**src/rtl/bcd_pkg.sv**
```systemverilog
// Shared definitions for the serial BCD adder: FSM state encoding and BCD constants.
package bcd_pkg;

  typedef enum logic [1:0] {
    IDLE = 2'd0,
    RUN  = 2'd1,
    DONE = 2'd2
  } state_t;

  localparam logic [3:0] BCD_MAX  = 4'd9;
  localparam logic [3:0] BCD_CORR = 4'd6;

  function automatic logic bcd_digit_bad(input logic [3:0] d);
    return d > BCD_MAX;
  endfunction

endpackage

```
**src/rtl/bcd_digit_add.sv**
```systemverilog
// Single-digit BCD adder with decimal correction; purely combinational.
module bcd_digit_add
  import bcd_pkg::*;
(
  input  logic [3:0] a,
  input  logic [3:0] b,
  input  logic       ci,
  output logic [3:0] s,
  output logic       co
);

  logic [4:0] t;

  always_comb begin
    t = {1'b0, a} + {1'b0, b} + {4'b0000, ci};
    if (t > {1'b0, BCD_MAX}) begin
      // 4-bit wrap of t[3:0]+6 equals the low nibble of t+6
      s  = t[3:0] + BCD_CORR;
      co = 1'b1;
    end else begin
      s  = t[3:0];
      co = 1'b0;
    end
  end

endmodule

```
**src/rtl/bcd_serial_add_ctrl.sv**
```systemverilog
// Digit-serial packed-BCD adder: one digit per clock through a shared digit adder.
module bcd_serial_add_ctrl
  import bcd_pkg::*;
#(
  parameter int unsigned DIGITS = 4
) (
  input  logic                  clk,
  input  logic                  rst,
  input  logic                  start,
  input  logic [4*DIGITS-1:0]   a,
  input  logic [4*DIGITS-1:0]   b,
  input  logic                  cin,
  output logic                  busy,
  output logic                  done,
  output logic [4*DIGITS-1:0]   sum,
  output logic                  cout,
  output logic                  err
);

  localparam int unsigned W     = 4 * DIGITS;
  localparam int unsigned IDX_W = (DIGITS > 1) ? $clog2(DIGITS) : 1;
  localparam logic [IDX_W-1:0] LAST = IDX_W'(DIGITS - 1);

  state_t state, state_nxt;

  logic [W-1:0]     a_q, b_q, sum_q;
  logic [IDX_W-1:0] idx;
  logic             carry, cout_q, err_q;
  logic             accept, last;
  logic [3:0]       a_d, b_d, s_d;
  logic             co_d;

  assign accept = start && (state != RUN);
  assign last   = (idx == LAST);

  always_ff @(posedge clk or posedge rst) begin
    if (rst) state <= IDLE;
    else     state <= state_nxt;
  end

  always_comb begin
    state_nxt = state;
    case (state)
      IDLE:    if (start) state_nxt = RUN;
      RUN:     if (last)  state_nxt = DONE;
      DONE:    state_nxt = start ? RUN : IDLE;
      default: state_nxt = IDLE;
    endcase
  end

  always_comb begin
    busy = (state == RUN);
    done = (state == DONE);
  end

  always_comb begin
    a_d = '0;
    b_d = '0;
    for (int unsigned i = 0; i < DIGITS; i++) begin
      if (idx == IDX_W'(i)) begin
        a_d = a_q[4*i +: 4];
        b_d = b_q[4*i +: 4];
      end
    end
  end

  bcd_digit_add u_digit (
    .a  (a_d),
    .b  (b_d),
    .ci (carry),
    .s  (s_d),
    .co (co_d)
  );

  always_ff @(posedge clk or posedge rst) begin
    if (rst) begin
      a_q    <= '0;
      b_q    <= '0;
      sum_q  <= '0;
      idx    <= '0;
      carry  <= 1'b0;
      cout_q <= 1'b0;
      err_q  <= 1'b0;
    end else if (accept) begin
      a_q    <= a;
      b_q    <= b;
      carry  <= cin;
      idx    <= '0;
      sum_q  <= '0;
      cout_q <= 1'b0;
      err_q  <= 1'b0;
    end else if (state == RUN) begin
      for (int unsigned i = 0; i < DIGITS; i++) begin
        if (idx == IDX_W'(i)) sum_q[4*i +: 4] <= s_d;
      end
      carry <= co_d;
      err_q <= err_q | bcd_digit_bad(a_d) | bcd_digit_bad(b_d);
      if (last) begin
        idx    <= '0;
        cout_q <= co_d;
      end else begin
        idx <= idx + 1'b1;
      end
    end
  end

  assign sum  = sum_q;
  assign cout = cout_q;
  assign err  = err_q;

endmodule

```
**config.mk**
```make
export PLATFORM = sky130hd
export DESIGN_NAME = bcd_serial_add_ctrl
export DESIGN_NICKNAME = d
export VERILOG_FILES = /design/src/rtl/bcd_pkg.sv /design/src/rtl/bcd_digit_add.sv /design/src/rtl/bcd_serial_add_ctrl.sv
export SDC_FILE = /design/constraint.sdc
export NUM_CORES = 1
export LEC_CHECK = 0
export BUFFER_PORTS_ARGS = -buffer_cell sky130_fd_sc_hd__buf_2
export CAP_MARGIN = 10
export CORE_MARGIN = 2
export CORE_UTILIZATION = 54
export CTS_CLUSTER_SIZE = 12
export DETAILED_ROUTE_END_ITERATION = 8
export HOLD_SLACK_MARGIN = 0.03
export PLACE_DENSITY_LB_ADDON = 0.25
export SLEW_MARGIN = 20
export SYNTH_ARGS = -nofsm -noshare
export SYNTH_HDL_FRONTEND = slang
export SYNTH_SLANG_ARGS = --single-unit
export TNS_END_PERCENT = 50
```
**constraint.sdc**
```tcl
create_clock -name clk -period 4.09 [get_ports clk]
set_input_delay 0.818 -clock clk [delete_from_list [all_inputs] [get_ports clk]]
set_output_delay 0.818 -clock clk [all_outputs]
set_load 0.02 [all_outputs]
```
==> results of run 1 <==
-- critical path: stages, from the launching register on --
cell and delay, ns:
dfrtp_1 0.43, ha_1 0.33, nand3b_1 0.20, a21oi_1 0.15, a21oi_1 0.05, nor2_1 0.09
a21oi_1 0.06, fa_1 0.45, fa_1 0.49, xnor2_2 0.23, inv_1 0.07, ha_1 0.23
nand2_1 0.06, o21ai_1 0.09, or3_1 0.34, a211oi_2 0.27, o21ai_0 0.12
-- sequential cells by signal (all words and copies together) (netlist names) --
name   cells
err        1
sum       16
state      2
cout       1
b_q       16
idx        2
carry      1
a_q       16
-- layout by cell type, fill, tap and decap left out, types with 2 or more instances in the layout --
cell,n
nand2_1,109
dfrtp_1,55
buf_2,55
o21ai_0,26
a21oi_1,22
inv_1,15
nand3_1,15
nor2_1,10
ha_1,7
clkbuf_8,5
buf_4,5
nor2b_1,4
a22oi_1,3
nand3b_1,3
nand2b_1,2
xnor2_2,2
o21ai_1,2
o31ai_1,2
fa_1,2
-- per-layer routing --
layer	vias up	wire length, um
met1	1085	2580
met3	8	266
met5	-	0
met4	0	76
met2	58	2770
li1	1127	-
-- Yosys cell counts (3+ instances only) --
| cell type | instances |
|---|---|
| buf_2 | 4 |
| nand3b_1 | 3 |
| nor2_1 | 11 |
| o21ai_0 | 26 |
| nand3_1 | 15 |
| inv_1 | 16 |
| nand2_1 | 109 |
| clkbuf_1 | 12 |
| nor2b_1 | 4 |
| a22oi_1 | 3 |
| a21oi_1 | 22 |
| ha_1 | 8 |
| dfrtp_1 | 55 |
-- how the worst max path moves through the flow --
stage | start | end | depth (start not counted)
after floorplan | idx[1]$_DFFE_PP0P_ | sum[14]$_DFFE_PP0P_ | 19
after global placement | idx[0]$_DFFE_PP0P_ | sum[6]$_DFFE_PP0P_ | 17
after detailed placement | idx[0]$_DFFE_PP0P_ | sum[10]$_DFFE_PP0P_ | 17
after CTS | idx[0]$_DFFE_PP0P_ | sum[10]$_DFFE_PP0P_ | 17
after global routing | idx[1]$_DFFE_PP0P_ | sum[10]$_DFFE_PP0P_ | 17
final | idx[0]$_DFFE_PP0P_ | sum[10]$_DFFE_PP0P_ | 16
-- layout make-up --
class | instances | area, um2
clock buffer | 5 | 68.8
multi-input combinational | 227 | 1190
clock inverter | 2 | 37.5
tap | 67 | 83.8
timing repair buffer | 60 | 313
inverter | 17 | 66.3
sequential | 55 | 1380
fill | 416 | 1620
-- through the flow --
| step | cell area [um2] | instances | setup WS, ns |
|---|---|---|---|
| floorplan | 2680 | 315 | 0.331 |
| global placement | 3010 | 426 | 0.369 |
| detailed placement | 3020 | 426 | 0.232 |
| CTS | 3120 | 433 | 0.193 |
| global route | 3130 | 433 | 0.00733 |
| finish | 3130 | 433 | 0.317 |
-- cell families after synthesis --
group | after synthesis | share of synthesized area
multiplexers | 1 | 0.00373
flip-flops | 55 | 0.514
buffers and inverters | 33 | 0.0481
AND/OR/NAND/NOR | 148 | 0.229
AO/OA/AOI/OAI | 66 | 0.144
XOR/XNOR | 2 | 0.00934
adder cells (fa/ha/maj) | 10 | 0.0523
==> results by group, run 1 <==
Clock tree
  • Worst skew pair latency: 0.30 ns
  • Clk buf depth: 2
  • Hold Buf Count CTS: 0
  • H-tree depth: 2
  • CTS tree: yes
  • CTS Buf Count: 5
  • Post-CTS sizing: 0
  • # Post-CTS Setup Buffers: 0
  • CTS root buf: clkbuf_8
  • Worst-path clk slew: 0.10 ns
  • CTS sink count: 55

Setup path
  • CP Launch Type: flip-flop
  • Worst reg-to-reg setup slack: ~0.32 ns
  • Worst EP arrival: 3.96 ns
  • Critical R2R Launch: idx[0]$_DFFE_PP0P_
  • R2r endpoint: sum[10]$_DFFE_PP0P_
  • Setup crit end kind: flip-flop
  • Critical-path maximum fanout: 11
  • Required @ worst endpoint: 4.28 ns
  • Reg2reg path depth: 16
  • Setup CP Type: reg2reg

Route
  • Wire per inst: approximately 13 um
  • DRC Markers: 0
  • Final ANT Viol Nets: 0
  • DR iter-0 viols: 181
  • Via Count: between 2000 and 2500
  • DR vias/cell: 5.26
  • WL final: 5700 um
  • DRT Pass-1 Iters: 4

Finish
  • Final net count: 412
  • Area Overhead vs Synth: 16.9%
  • Final design utilization: 0.659
  • Share of cells above drive strength 1: 0.210
  • Number of diodes: 0

Synth
  • Ys async rst share: 1.00
  • Post-synth top area cell: dfrtp_1
  • Net Count, Synth: 361
  • Top_reg_cell synth: dfrtp_1
  • Seq/Total Area, Yosys: 0.514
  • Post-Syn Instances: 315
  • Post-Syn Area: 2680 um2
  • Yosys warnings: 0
  • Yosys cell types: 36
  • Number of synthesized register bits: 55
  • Post-synth EDFFs: 0
  • Top cell type's share of synthesized area: 0.514
  • Mean post-synth cell area: 8.51 um2
  • Synth top area cells: dfrtp_1 51%, nand2_1 15%, o21ai_0 4.9%

Hold path
  • Worst Hold Path Cells: 2
  • Worst Hold Class: reg2reg
  • Hold Path Sink: a_q[7]$_DFFE_PP0P_
  • Hold wc startpoint: a_q[7]$_DFFE_PP0P_

Status
  • Status: finished clean

Floorplanning
  • Row count: 25
  • Die width: 74.5 um
  • Die Area: 5540 um2
  • Core Area: 4750 um2
  • Initial Util: 0.564
  • Die height: about 74 um
  • Ports: 56

STA
  • Worst clock skew: between 0.009 and 0.01 ns
  • Final setup TNS: 0 ns
  • Hold Slack: 0.486 ns
  • RSZ-0062 raised after global routing: false
  • Final Slew Violations: 0
  • Period Utilization, post-route: 0.922
  • Min Clock Period, post-route: 3.77 ns
  • F_max: about 270 MHz
  • Slew @ Worst Pin: about 0.65 ns
  • Rel. slew slack: 0.566
  • Setup violators final: 0
  • Final hold violations: 0

Global routing
  • First-pass GRT wire length: 9630 um
  • Aggregate global-route resource usage: 0.228
  • GRT met1 Usage: 0.307
  • GR Util met2: 0.380
  • Largest net degree at the start of global routing: 56
  • Initial antenna violation count: 0
  • Met3 Use GR: 0.0420
  • Number of global-route vias before repair: between 2000 and 2500
  • Most Crowded Layer GR: met2
  • Final global-route overflow total: 0

Placement
  • Hpwl dp: 4100 um
  • Final GP Congestion: about 0.9
  • I/O Buffers: 55

Run
  • Max-cap violations: 0
Power of run 1 is not shown: default switching activity piles up to over one toggle a cycle in this logic, so the estimate is an artifact.
==> run 2, diff against run 1 <==
Settings changed: CORE_ASPECT_RATIO set to 1.5.
==> run 2 against run 1 <==
Against the previous run:
- via count down 1.7%
- die area grew 0.20%
- core utilization down 0.88 points
- design area shrank 0.20%
- highest routed layer unchanged
- global-route usage about the same
- flip-flop and latch count did not move
- non-clock buffer count is 1 lower
- sequential share of layout area rose by 0.088 points
==> results by group, run 2 (synthesis gave the netlist of run 1 again) <==
Status
  • Status: finished clean

Floorplanning
  • Core Area: 4810 um2
  • Initial Util: 0.557
  • Die width: just over 60 um
  • Row count: 31
  • Ports: 56
  • Die Area: 5550 um2
  • Die height: ~90 um

Route
  • DR vias/cell: 5.18
  • WL final: 5700 um
  • DRT Pass-1 Iters: 6
  • Wire per inst: between 10 and 15 um
  • DR iter-0 viols: 89
  • DRC Markers: 0
  • Via Count: between 2000 and 2500
  • Final ANT Viol Nets: 0

Setup path
  • Critical-path maximum fanout: 17
  • Setup CP Type: reg2reg
  • Top delay family on crit path: adder cells
  • Required @ worst endpoint: 4.28 ns
  • Setup crit end kind: flip-flop
  • Worst EP arrival: 4.03 ns
  • Worst path slowest cell: fa_1
  • CP Launch Type: flip-flop
  • CP bufs+invs: 2
  • Crit path largest cell delay: 0.49 ns
  • Critical Path, Cell by Cell: inv_1 > ha_2 > nand2_1 > a21oi_1 > a21oi_1 > nor2_1 > a21oi_1 > fa_1 > fa_1 > xnor2_2 > inv_1 > ha_1 > nand2_1 > o21ai_1 > or3_1 > a211oi_4 > o21ai_0
  • CP most frequent cell: a21oi_1

STA
  • Period Utilization, post-route: 0.939
  • Setup violators final: 0
  • Final hold violations: 0
  • Worst clock skew: 0.00917 ns
  • Rel. slew slack: 0.409
  • Final Slew Violations: 0
  • Slew @ Worst Pin: 0.885 ns
  • Hold Slack: roughly 0.5 ns
  • F_max: 260 MHz
  • Min Clock Period, post-route: 3.84 ns

Clock tree
  • H-tree depth: 2
  • # Post-CTS Setup Buffers: 0
  • Post-CTS sizing: 0
  • CTS Buf Count: 5
  • Worst-path clk slew: 0.09 ns
  • Hold Buf Count CTS: 0
  • CTS sink count: 55
  • Worst skew pair latency: just over 0.3 ns
  • CTS root buf: clkbuf_8
  • CTS tree: yes
  • Clk buf depth: 2

Global routing
  • GRT met1 Usage: 0.288
  • Initial antenna violation count: 0
  • Largest net degree at the start of global routing: 56
  • Aggregate global-route resource usage: 0.228
  • Number of global-route vias before repair: 2132
  • GR Util met2: 0.372
  • Final global-route overflow total: 0
  • Met3 Use GR: 0.0559
  • Most Crowded Layer GR: met2
  • First-pass GRT wire length: between 9000 and 10000 um

Placement
  • Final GP Congestion: 0.869
  • Hpwl dp: 4210 um
  • I/O Buffers: 55

Hold path
  • Worst Hold Class: reg2reg

Finish
  • Filler cells: 446
  • Final net count: about 400
  • Most frequent cells in the layout: 109 x nand2_1, 55 x dfrtp_1, 55 x buf_2, 26 x o21ai_0, 22 x a21oi_1
  • Commonest non-fill, non-tap cell in the layout: nand2_1
  • Area Overhead vs Synth: 16.7%
  • Number of diodes: 0
  • Share of cells above drive strength 1: 0.210

Run
  • Max-cap violations: 0
==> run 2: worst reg2reg max path, stage by stage, from the launching register on <==
cell and delay [ns]:
dfrtp_1 0.41, inv_1 0.11, ha_2 0.35, nand2_1 0.10
a21oi_1 0.15, a21oi_1 0.06, nor2_1 0.11, a21oi_1 0.07
fa_1 0.46, fa_1 0.49, xnor2_2 0.23, inv_1 0.07
ha_1 0.22, nand2_1 0.06, o21ai_1 0.09, or3_1 0.36
a211oi_4 0.26, o21ai_0 0.13
==> run 2: per-layer routing <==
layer,vias to the layer above,share of wire
met4,0,0.017
met3,8,0.031
met5,-,0
met2,48,0.53
li1,1129,-
met1,1054,0.42
==> run 2: layout make-up <==
| cell class | instances | area, um2 | share of cell area |
|---|---|---|---|
| tap | 66 | 82.6 | 0.0264 |
| sequential | 55 | 1380 | 0.440 |
| multi-input combinational | 227 | 1200 | 0.383 |
| inverter | 17 | 65.1 | 0.0208 |
| clock buffer | 8 | 100 | 0.0320 |
| timing repair buffer | 59 | 305 | 0.0976 |
==> run 2: stage by stage <==
stage / std cells / setup slack (ns) / setup TNS [ns] / util / area (um2)
final: 432 / 0.248 / 0 / 0.650 / 3130
after global routing: 432 / -0.0365 / -0.0825 / 0.650 / 3130
after CTS: 432 / 0.118 / 0 / 0.646 / 3110
after detailed placement: 424 / 0.135 / 0 / 0.625 / 3010
after global placement: 424 / 0.271 / 0 / 0.625 / 3010
after floorplan: 315 / 0.331 / 0 / - / 2680
==> run 2: final timing paths <==
kind,startpoint,end,slack [ns],cells after the start
setup / recovery,idx[1]$_DFFE_PP0P_,sum[10]$_DFFE_PP0P_,0.25,17
hold / removal,a_q[13]$_DFFE_PP0P_,a_q[13]$_DFFE_PP0P_,0.49,2
setup reg to reg,idx[1]$_DFFE_PP0P_,sum[10]$_DFFE_PP0P_,0.25,17
hold reg to reg,a_q[13]$_DFFE_PP0P_,a_q[13]$_DFFE_PP0P_,0.49,2
max in group asynchronous,rst,a_q[5]$_DFFE_PP0P_,2.90,2
min in group asynchronous,rst,sum[3]$_DFFE_PP0P_,0.65,2
Power of run 2 is left out for the same reason.
==> run 3, diff against run 2 <==
Settings changed: PLACE_DENSITY set to 0.79, PLACE_DENSITY_LB_ADDON 0.25 to not set, SETUP_SLACK_MARGIN set to 0.1.
==> run 3 against run 2 <==
Against the previous run:
- design area rose by 0.24%
- core utilization rose by 0.16 points
- first-iteration DRC count rose by 12%
- global-route usage rose by 1.0 points
- via count rose by 0.85%
- register-to-register slack improved by 0.096 ns
- worst setup slack improved by 0.096 ns
- non-clock buffer count rose by 1
- final cell count rose by 0.23%
- largest cell class unchanged
==> results by group, run 3 (synthesis gave the netlist of run 1 again) <==
Run
  • Max-cap violations: 0

Setup path
  • Worst EP arrival: 3.94 ns
  • CP most frequent cell: a21oi_1
  • Setup CP Type: reg2reg
  • Crit path largest cell delay: 0.49 ns
  • Critical Path, Cell by Cell: inv_1 > ha_2 > nand3b_1 > a21oi_1 > a21oi_1 > nor2_1 > a21oi_1 > fa_1 > fa_1 > xnor2_2 > inv_1 > ha_1 > nand2_1 > o21ai_1 > or3_1 > a211oi_2 > o21ai_0
  • Required @ worst endpoint: 4.28 ns
  • CP Launch Type: flip-flop
  • Setup crit end kind: flip-flop
  • Worst path slowest cell: fa_1
  • Critical-path maximum fanout: 11

Route
  • Final ANT Viol Nets: 0
  • Wire per inst: 13.6 um
  • DR vias/cell: 5.21
  • DRT Pass-1 Iters: 5
  • DRC Markers: 0
  • Via Count: 2258
  • WL final: roughly 5900 um
  • DR iter-0 viols: 100

Floorplanning
  • Row count: 31
  • Die width: 61.5 um
  • Die Area: 5550 um2
  • Ports: 56
  • Initial Util: 0.557
  • Core Area: 4810 um2
  • Die height: 90.3 um

STA
  • Final hold violations: 0
  • Final setup TNS: 0 ns
  • Setup violators final: 0
  • Rel. slew slack: 0.392
  • Period Utilization, post-route: 0.916
  • Slew @ Worst Pin: ~0.9 ns
  • Min Clock Period, post-route: 3.75 ns
  • Worst clock skew: 0.00651 ns
  • RSZ-0062 raised after global routing: false
  • F_max: 267 MHz
  • Final Slew Violations: 0

Clock tree
  • CTS Buf Count: 5
  • Worst-path clk slew: 0.10 ns
  • Worst skew pair latency: approximately 0.32 ns
  • Clk buf depth: 2
  • H-tree depth: 2
  • CTS tree: yes
  • CTS sink count: 55
  • CTS root buf: clkbuf_8

Finish
  • Commonest non-fill, non-tap cell in the layout: nand2_1
  • Share of cells above drive strength 1: 0.215
  • Filler cells: ~440
  • Final net count: roughly 410
  • Most frequent cells in the layout: 109 x nand2_1, 55 x dfrtp_1, 55 x buf_2, 26 x o21ai_0, 22 x a21oi_1
  • Area Overhead vs Synth: 16.9%
  • Number of diodes: 0

Global routing
  • Most Crowded Layer GR: met2
  • Initial antenna violation count: 0
  • GRT met1 Usage: 0.301
  • Met3 Use GR: 0.0387
  • Number of global-route vias before repair: 2250
  • First-pass GRT wire length: between 10000 and 15000 um
  • GR Util met2: 0.389
  • Aggregate global-route resource usage: 0.238
  • Final global-route overflow total: 0
  • Largest net degree at the start of global routing: 56

Placement
  • Final GP Congestion: 0.953
  • Hpwl dp: about 4500 um
  • I/O Buffers: 55

Hold path
  • Worst Hold Class: reg2reg

Status
  • Status: finished clean
-- run 3: worst paths after layout --
path	from	to	slack, ns	cells past startpoint
worst max register to register	idx[1]$_DFFE_PP0P_	sum[2]$_DFFE_PP0P_	0.34	17
worst max-delay path	idx[1]$_DFFE_PP0P_	sum[2]$_DFFE_PP0P_	0.34	17
worst min register to register	b_q[13]$_DFFE_PP0P_	b_q[13]$_DFFE_PP0P_	0.49	2
worst min-delay path	b_q[13]$_DFFE_PP0P_	b_q[13]$_DFFE_PP0P_	0.49	2
min in group asynchronous	rst	sum[3]$_DFFE_PP0P_	0.64	2
max in group asynchronous	rst	sum[12]$_DFFE_PP0P_	2.89	2
-- run 3: through the flow --
stage	worst slack (ns)	util	instance area, um2	hold WS, ns	std cells
finish	0.345	0.652	3130	0.487	433
global route	0.0934	0.652	3130	0.512	433
CTS	0.131	0.645	3100	0.491	432
detailed placement	0.148	0.625	3010	0.469	424
global placement	0.345	0.625	3010	0.462	424
floorplan	0.331	-	2680	0.446	315
-- run 3: what timing repair did --
action                                  CTS  global route
buffers inserted                          0             1
endpoints found under the setup margin    0            14
hold buffers                              0             0
hold endpoints to repair                  0             0
gates resized for setup                   0             5
-- run 3: area by class of cell --
cell class	count	area (um2)	area share
clock buffers	7	86.3	0.0275
clock inverters	1	8.76	0.00279
inverters	17	65.1	0.0208
multi-input cells	227	1200	0.384
flip-flops and latches	55	1380	0.439
well taps	66	82.6	0.0263
repair buffers	60	313	0.0998
-- run 3: worst max-delay path, delay by kind of cell, from the launching register on --
kind	cells	cell delay [ns]
DFF	1	0.39
AOI/OAI and AO/OA	6	0.76
adders and majority gates	4	1.42
and+or+nand+nor	4	0.68
xor gates and xnor gates	1	0.18
buffers and inverters	2	0.17
-- run 3: per-layer routing --
metal / vias up / wire length, um
li1: 1135 / -
met1: 1043 / 2350
met2: 63 / 3120
met3: 17 / 213
met4: 0 / 189
met5: - / 0
Power of run 3 is left out for the same reason.
